==> src/rtl/jpeg_pkg.sv <==
// Shared types and helpers for the JPEG row-fetch stage: FSM states,
// signed sample rows and the unsigned-to-signed level shift.
package jpeg_pkg;

  typedef enum logic [2:0] {
    ST_IDLE,
    ST_RD_LO,
    ST_RD_HI,
    ST_CAPTURE,
    ST_PRESENT
  } rf_state_t;

  localparam logic [7:0] LEVEL_SHIFT_MASK = 8'h80;

  typedef logic signed [7:0] sample_t;
  typedef sample_t [0:3]     sample_quad_t;
  // Index 0 is the leftmost pixel and lands in the most significant byte.
  typedef sample_t [0:7]     sample_row_t;

  // Big-endian word: byte [31:24] is the lowest-numbered pixel.
  function automatic sample_quad_t level_shift4(input logic [31:0] word);
    sample_quad_t q;
    q[0] = sample_t'(word[31:24] ^ LEVEL_SHIFT_MASK);
    q[1] = sample_t'(word[23:16] ^ LEVEL_SHIFT_MASK);
    q[2] = sample_t'(word[15:8]  ^ LEVEL_SHIFT_MASK);
    q[3] = sample_t'(word[7:0]   ^ LEVEL_SHIFT_MASK);
    return q;
  endfunction

endpackage

==> src/rtl/jpeg_row_fetch.sv <==
// Reads one 8x8 block from the DMA input BRAM, two words per row, and
// presents level-shifted rows to the DCT over a valid/ready handshake.
module jpeg_row_fetch
  import jpeg_pkg::*;
#(
  parameter int BLOCK_ROWS = 8,
  parameter int ADDR_W     = 9
) (
  input  logic              clk_i,
  input  logic              rst_i,
  input  logic              start_i,
  input  logic [ADDR_W-1:0] base_i,
  output logic [ADDR_W-1:0] bram_addr_o,
  input  logic [31:0]       bram_data_i,
  output logic              row_valid_o,
  input  logic              row_ready_i,
  output logic [63:0]       row_data_o,
  output logic [2:0]        row_idx_o,
  output logic              last_row_o,
  output logic              busy_o,
  output logic              done_o
);

  localparam logic [2:0] LAST_ROW = 3'(BLOCK_ROWS - 1);

  rf_state_t         r_state;
  rf_state_t         w_state_nxt;
  logic [2:0]        r_row;
  logic [ADDR_W-1:0] r_base;
  sample_row_t       r_data;
  logic              r_done;
  logic              w_handshake;
  logic [ADDR_W-1:0] w_addr;

  always_comb begin
    w_state_nxt = r_state;
    w_handshake = 1'b0;
    case (r_state)
      ST_IDLE:    if (start_i) w_state_nxt = ST_RD_LO;
      ST_RD_LO:   w_state_nxt = ST_RD_HI;
      ST_RD_HI:   w_state_nxt = ST_CAPTURE;
      ST_CAPTURE: w_state_nxt = ST_PRESENT;
      ST_PRESENT: begin
        if (row_ready_i) begin
          w_handshake = 1'b1;
          w_state_nxt = (r_row == LAST_ROW) ? ST_IDLE : ST_RD_LO;
        end
      end
      default:    w_state_nxt = ST_IDLE;
    endcase
  end

  // Outside the two read states the address parks on the latched base.
  always_comb begin
    w_addr = r_base;
    case (r_state)
      ST_RD_LO: w_addr = r_base + ADDR_W'({r_row, 1'b0});
      ST_RD_HI: w_addr = r_base + ADDR_W'({r_row, 1'b1});
      default:  w_addr = r_base;
    endcase
  end

  always_ff @(posedge clk_i) begin
    if (rst_i) begin
      r_state <= ST_IDLE;
      r_row   <= '0;
      r_base  <= '0;
      r_data  <= '0;
      r_done  <= 1'b0;
    end else begin
      r_state <= w_state_nxt;
      r_done  <= 1'b0;
      case (r_state)
        ST_IDLE: begin
          if (start_i) begin
            r_base <= base_i;
            r_row  <= '0;
          end
        end
        // BRAM data lags its address by one cycle, so each capture sits
        // one state after the matching read.
        ST_RD_HI:   r_data[0:3] <= level_shift4(bram_data_i);
        ST_CAPTURE: r_data[4:7] <= level_shift4(bram_data_i);
        ST_PRESENT: begin
          if (w_handshake) begin
            if (r_row == LAST_ROW) r_done <= 1'b1;
            else                   r_row  <= r_row + 3'd1;
          end
        end
        default: ;
      endcase
    end
  end

  assign bram_addr_o = w_addr;
  assign row_valid_o = (r_state == ST_PRESENT);
  assign row_data_o  = r_data;
  assign row_idx_o   = r_row;
  assign last_row_o  = (r_state == ST_PRESENT) && (r_row == LAST_ROW);
  assign busy_o      = (r_state != ST_IDLE);
  assign done_o      = r_done;

endmodule

==> config.mk <==
export PLATFORM = sky130hd
export DESIGN_NAME = jpeg_row_fetch
export DESIGN_NICKNAME = d
export VERILOG_FILES = /design/src/rtl/jpeg_pkg.sv /design/src/rtl/jpeg_row_fetch.sv
export SDC_FILE = /design/constraint.sdc
export NUM_CORES = 1
export LEC_CHECK = 0
export BUFFER_PORTS_ARGS = -buffer_cell sky130_fd_sc_hd__buf_2
export CAP_MARGIN = 20
export CORE_MARGIN = 10
export CORE_UTILIZATION = 44
export DETAILED_ROUTE_END_ITERATION = 10
export PLACE_DENSITY = 0.76
export SKIP_LAST_GASP = 1
export SLEW_MARGIN = 20
export SYNTH_ARGS = -nofsm -noshare
export SYNTH_HDL_FRONTEND = slang
export SYNTH_SLANG_ARGS = --single-unit
==> constraint.sdc <==
create_clock -name clk_i -period 1.9 [get_ports clk_i]
set_clock_uncertainty 0.05 [all_clocks]
set_input_delay 0.38 -clock clk_i [delete_from_list [all_inputs] [get_ports clk_i]]
set_output_delay 0.38 -clock clk_i [all_outputs]
set_load 0.05 [all_outputs]
* Word level (Yosys, flattened, before mapping) *
Cells that the tools add are included.

storage, ports and cells
  bits of input ports = 45
  output and inout bits = 80
  word-level logic and storage cells = 50
  register bits after elaboration = 80

operators by class
  muxes and demuxes = 12
  equality and inequality tests = 9
  $add $sub $neg = 3
  reductions and logical operators = 8
  bitwise gates (word level) = 6

operators with widths
  cell                 count
  $add 9x4->9          2
  $pmux 9 s2           1
  $mux 3               5
  $pmux 3 s5           1
  $eq 3x2->1 const B   2
  $eq 3x3->1 const B   2
  $not 1->1            6
  $pmux 3 s2           1
  $mux 1               4
  $ne 2x1->1 const B   2
  $ne 2x2->1 const B   2
  $reduce_and 2->1     2
  $reduce_and 4->1     1
  $add 3x1->3 const B  1
  $eq 3x1->1 const B   1
  $logic_not 3->1      1
  $reduce_bool 3->1    1
  $reduce_or 3->1      1
  $reduce_bool 2->1    1
  $logic_and 1x1->1    1

* Longest topological paths before layout *
  word-level depth = 4
  depth in mapped cells = 7
  depth with buffers taken out = 7

* Worst setup path before layout *
No wires, ideal clock.

  kind = register to output
  start = register r_row[0] (netlist: row_idx_o[0])
  end = output bram_addr_o[7]
  cell stages (with the launch flop) = 8
  arrival = 2.569 ns
  path buffers = 0
  data required time = 1.470 ns
  slack = -1.099 ns
  cells stage by stage = dfxtp_1 ha_1 inv_1 fa_1 nor2b_1 nor3_1 o211ai_1 xnor2_1

on the way
  cells in the longest elaborated chain, start to end = 2
  elaborated cells between the ends (all ways) = 3
  those cells by class = add/sub (2); mux (1)

ends and longest elaborated chain
  item                                   RTL line                                    text
  start, declared                        jpeg_row_fetch.sv:28                        logic [2:0] r_row;
  start signal, assigned                 jpeg_row_fetch.sv:87                        else r_row <= r_row + 3'd1;
  $add 9x4->9, on equally long branches  jpeg_row_fetch.sv:58, jpeg_row_fetch.sv:57
  $pmux 9 s2 (*)                         jpeg_row_fetch.sv:56                        case (r_state)
  end, declared                          jpeg_row_fetch.sv:13                        output logic [ADDR_W-1:0] bram_addr_o,

Every way passes the cells marked *; elsewhere a longest branch is shown, timed or not.

* Worst setup path in the final report *
  start = register r_row[0] (netlist: row_idx_o[0])
  end = output bram_addr_o[6]

The elaborated chain is that of the path after synthesis.

==> run summary <==
Async S/R FF share, synth: 0%
Power per Cell Area: 842.3 nW/µm²
RSZ-0062 raised after global routing: true
Routed len/inst: 15.40 µm
Post-synth top flop: dfxtp_1
Vias in the first global route: 3342
GP Congestion: 0.8789
Nature of the critical path startpoint: flip-flop
Crit share post-route: 131.7%
Min-Delay Endpoint: row_data_o[55]
Comb power frac: 21.4%
Worst slew margin: 59.32%
Worst hold path depth: 2
Crit-path slowest cell: fa_2
Sw Share: 30.72%
Skew-Pair Late Insertion Delay: 0.33 ns
Htree depth: 3
Reg2Reg Depth: 9
Rows: 31
Share of cells above drive strength 1: 40.14%
VDD IR-drop max: 0.0006273 V
Final instance area: 4792 µm²
Pleak: 2.079 nW
DP Area: 4334 µm²
Worst r2r dst: row_idx_o[2]
Post-Syn Area per Cell: 8.067 µm²
Die ar.: 11200 µm²
Clock Root Buffer: clkbuf_8
DR DRC count: 0
Slew Viols, Final: 0
Inst Count DP: 637
Initial core utilization: 44.95%
Core footprint: 7214 µm²
R2r startpoint: row_idx_o[0]
ANT cells: 0
Ys Warns: 0
Final hold viol count: 0
Post-synth net total: 454
Switching power total: 1.240 mW
Worst endpoint required time: 1.47 ns
Cts hold-fix bufs: 0
Grt ovf: 0
HP Start: bram_data_i[23]
Syn Std Cell Area: 3243 µm²
Antenna Violating Nets Remaining: 0
Area growth from synthesis to layout: 47.76%
Synth unique cells: 41
Iter 0 DRT Violations: 160
Antenna violations before repair: 0
Flops & latches, synth: 80
WP data arrival: 2.07 ns
CTS Buffer Depth: 2
Syn Inst Count: 402
Reg power frac: 44.4%
Routed vias/inst: 4.945
Detailed Place HPWL: 7253 µm
Final nets: 605
Sequential area share after synthesis: 49.38%
Power Internal: 2.796 mW
CP max stage delay: 0.40 ns
Final setup viols: 13
Reg2Reg Setup Slack: -0.16 ns
Drt first pass iters: 5
Least-Margin Pin Slew: 0.6102 ns
Vias post-DR: 3249
Final WL: 10120 µm
Largest net degree at the start of global routing: 81
Worst Setup End Kind: output pin
I/O Buffers: 124
Violated checks: negative setup slack
Hold WC Path Type: primary input to flip-flop
Die Ht: 105.9 µm
Fill count: 630
EDFF count, synth: 0
Worst-path cell chain: inv_4 -> fa_2 -> nor3b_2 -> o21ai_2 -> a21boi_2 -> xor2_4 -> buf_6
Final WS setup: -0.6032 ns
TritonCTS buffer count: 9
Status: finished, violations left
Clk slew on worst S/H paths: 0.09 ns
I/O pin cnt: 125
Finished Layout Cells: 657
CTS Sinks: 80
Max Fclk: 399.5 MHz
First-pass GRT wire length: 16350 µm
Worst-path fanout max: 4
Die X-Extent: 105.9 µm
MaxCap Viol Count: 0
Minimum clock period: 2.503 ns
Total GRT Usage: 17.73%
TritonCTS clock tree: yes
Crit Path Category: flip-flop to output pin
Clk pwr share: 34.2%
-- worst max-delay path: cells and delay by family, from the launching register on --
family	cells	cell delay [ns]
xor gates and xnor gates	1	0.16
buffers and inverters	2	0.22
adders and majority gates	1	0.40
and+or+nand+nor	1	0.18
AOI/OAI and AO/OA	2	0.38
DFF	1	0.39
-- power groups by stage --
stage / clock (mW) / combinational (mW) / sequential [mW]
after global routing: 1.49 / 0.920 / 1.80
after detailed placement: 0 / 0.802 / 1.83
after CTS: 1.41 / 0.856 / 1.79
after floorplan: 0 / 0.337 / 2.02
after global placement: 0 / 0.791 / 1.82
final: 1.38 / 0.863 / 1.79
-- registers in the layout, summed over array words and instances (netlist names) --
register    count
row_data_o     64
r_base          9
row_idx_o       3
done_o          1
r_state         3
-- worst max path at each step --
stage / start / end / slack [ns] / depth (start not counted)
finish: row_idx_o[0] / bram_addr_o[6] / -0.60 / 7
global route: row_idx_o[0] / bram_addr_o[4] / -0.69 / 7
CTS: row_idx_o[0] / bram_addr_o[6] / -0.61 / 7
detailed placement: row_idx_o[0] / bram_addr_o[4] / -0.34 / 7
global placement: row_idx_o[0] / bram_addr_o[8] / -0.31 / 7
floorplan: row_idx_o[0] / bram_addr_o[3] / -0.49 / 6
-- per-stage QoR --
stage | worst slack [ns] | utilization, % | power [mW] | hold WS (ns) | setup TNS [ns]
5_1_grt | -0.6949 | 66.42 | 4.208 | 0.1655 | -5.908
3_3_place_gp | -0.3070 | 60.08 | 2.616 | 0.3892 | -1.886
4_1_cts | -0.6058 | 65.44 | 4.057 | 0.1664 | -4.569
2_1_floorplan | -0.4940 | - | 2.358 | 0.3996 | -2.623
6_report | -0.6032 | 66.42 | 4.036 | 0.1812 | -4.914
3_5_place_dp | -0.3392 | 60.08 | 2.631 | 0.3943 | -2.243
-- per-layer routing --
layer | GRT usage (%) | vias to the layer above | part of all wire [%]
met3 | 7.430 | 12 | 8.4
li1 | - | 1626 | -
met1 | 19.58 | 1510 | 40
met4 | 5.899 | 0 | 1.5
met2 | 30.12 | 101 | 50
met5 | 0 | - | 0
-- cell usage after synthesis, types with 2 or more instances --
cell	instances	share of area (%)
nand3b_1	2	0.46
ha_1	5	1.9
nor2b_1	4	0.77
xor2_1	4	1.1
inv_1	7	0.81
clkbuf_1	13	1.5
xnor2_1	4	1.1
fa_1	2	1.2
buf_2	11	1.7
a211oi_1	8	1.9
a21oi_1	68	10
and3b_1	2	0.54
o31ai_1	2	0.46
nor2_1	16	1.9
nand3_1	3	0.46
nor3_1	3	0.46
o211ai_1	2	0.46
a221o_1	2	0.62
nand2_1	136	16
o21ai_0	2	0.31
nor3b_2	3	1.2
buf_4	2	0.46
and2_1	2	0.39
nand2b_1	3	0.58
dfxtp_1	80	49
-- cell families (layout without fill, tap and decap cells) --
family          count (synthesis)  after routing  share of synthesized area, %
compound gates                 91             91                         16.17
xor+xnor                        8              8                         2.160
fa+ha+maj                       7              7                         3.164
buf+inv                        33            189                         4.475
flops                          80             80                         49.38
mux                             2              2                        0.6559
simple gates                  181            181                         24.00
-- cell type report --
| class | count | area [µm²] | area share (%) |
|---|---|---|---|
| multi-input cells | 289 | 1700 | 35.48 |
| flip-flops and latches | 80 | 1620 | 33.81 |
| repair buffers | 166 | 1101 | 22.98 |
| clock buffers | 10 | 127.6 | 2.663 |
| well taps | 99 | 123.9 | 2.585 |
| clock inverters | 6 | 90.09 | 1.880 |
| inverters | 7 | 28.78 | 0.6005 |
-- repair_timing --
item | 4_1_cts | 5_1_grt
setup buffers | 1 | 2
pin swaps | 10 | 5
gates resized for setup | 37 | 15
setup endpoints to repair | 14 | 15
gates cloned | 1 | 0
-- cells in the final DEF (no fill, tap or decap), types with 3 or more instances in the layout --
| cell type | n |
|---|---|
| nand2_1 | 136 |
| buf_2 | 113 |
| dfxtp_1 | 73 |
| a21oi_1 | 65 |
| buf_4 | 33 |
| nor2_1 | 14 |
| buf_6 | 12 |
| clkbuf_8 | 9 |
| a211oi_1 | 8 |
| inv_1 | 5 |
| nor2b_1 | 4 |
| buf_8 | 4 |
| dfxtp_4 | 4 |
| nand3_1 | 3 |
| xor2_4 | 3 |
| nor2_2 | 3 |
| ha_4 | 3 |
| buf_12 | 3 |
| dfxtp_2 | 3 |
Note: power is estimated with default switching activity, not from simulation.
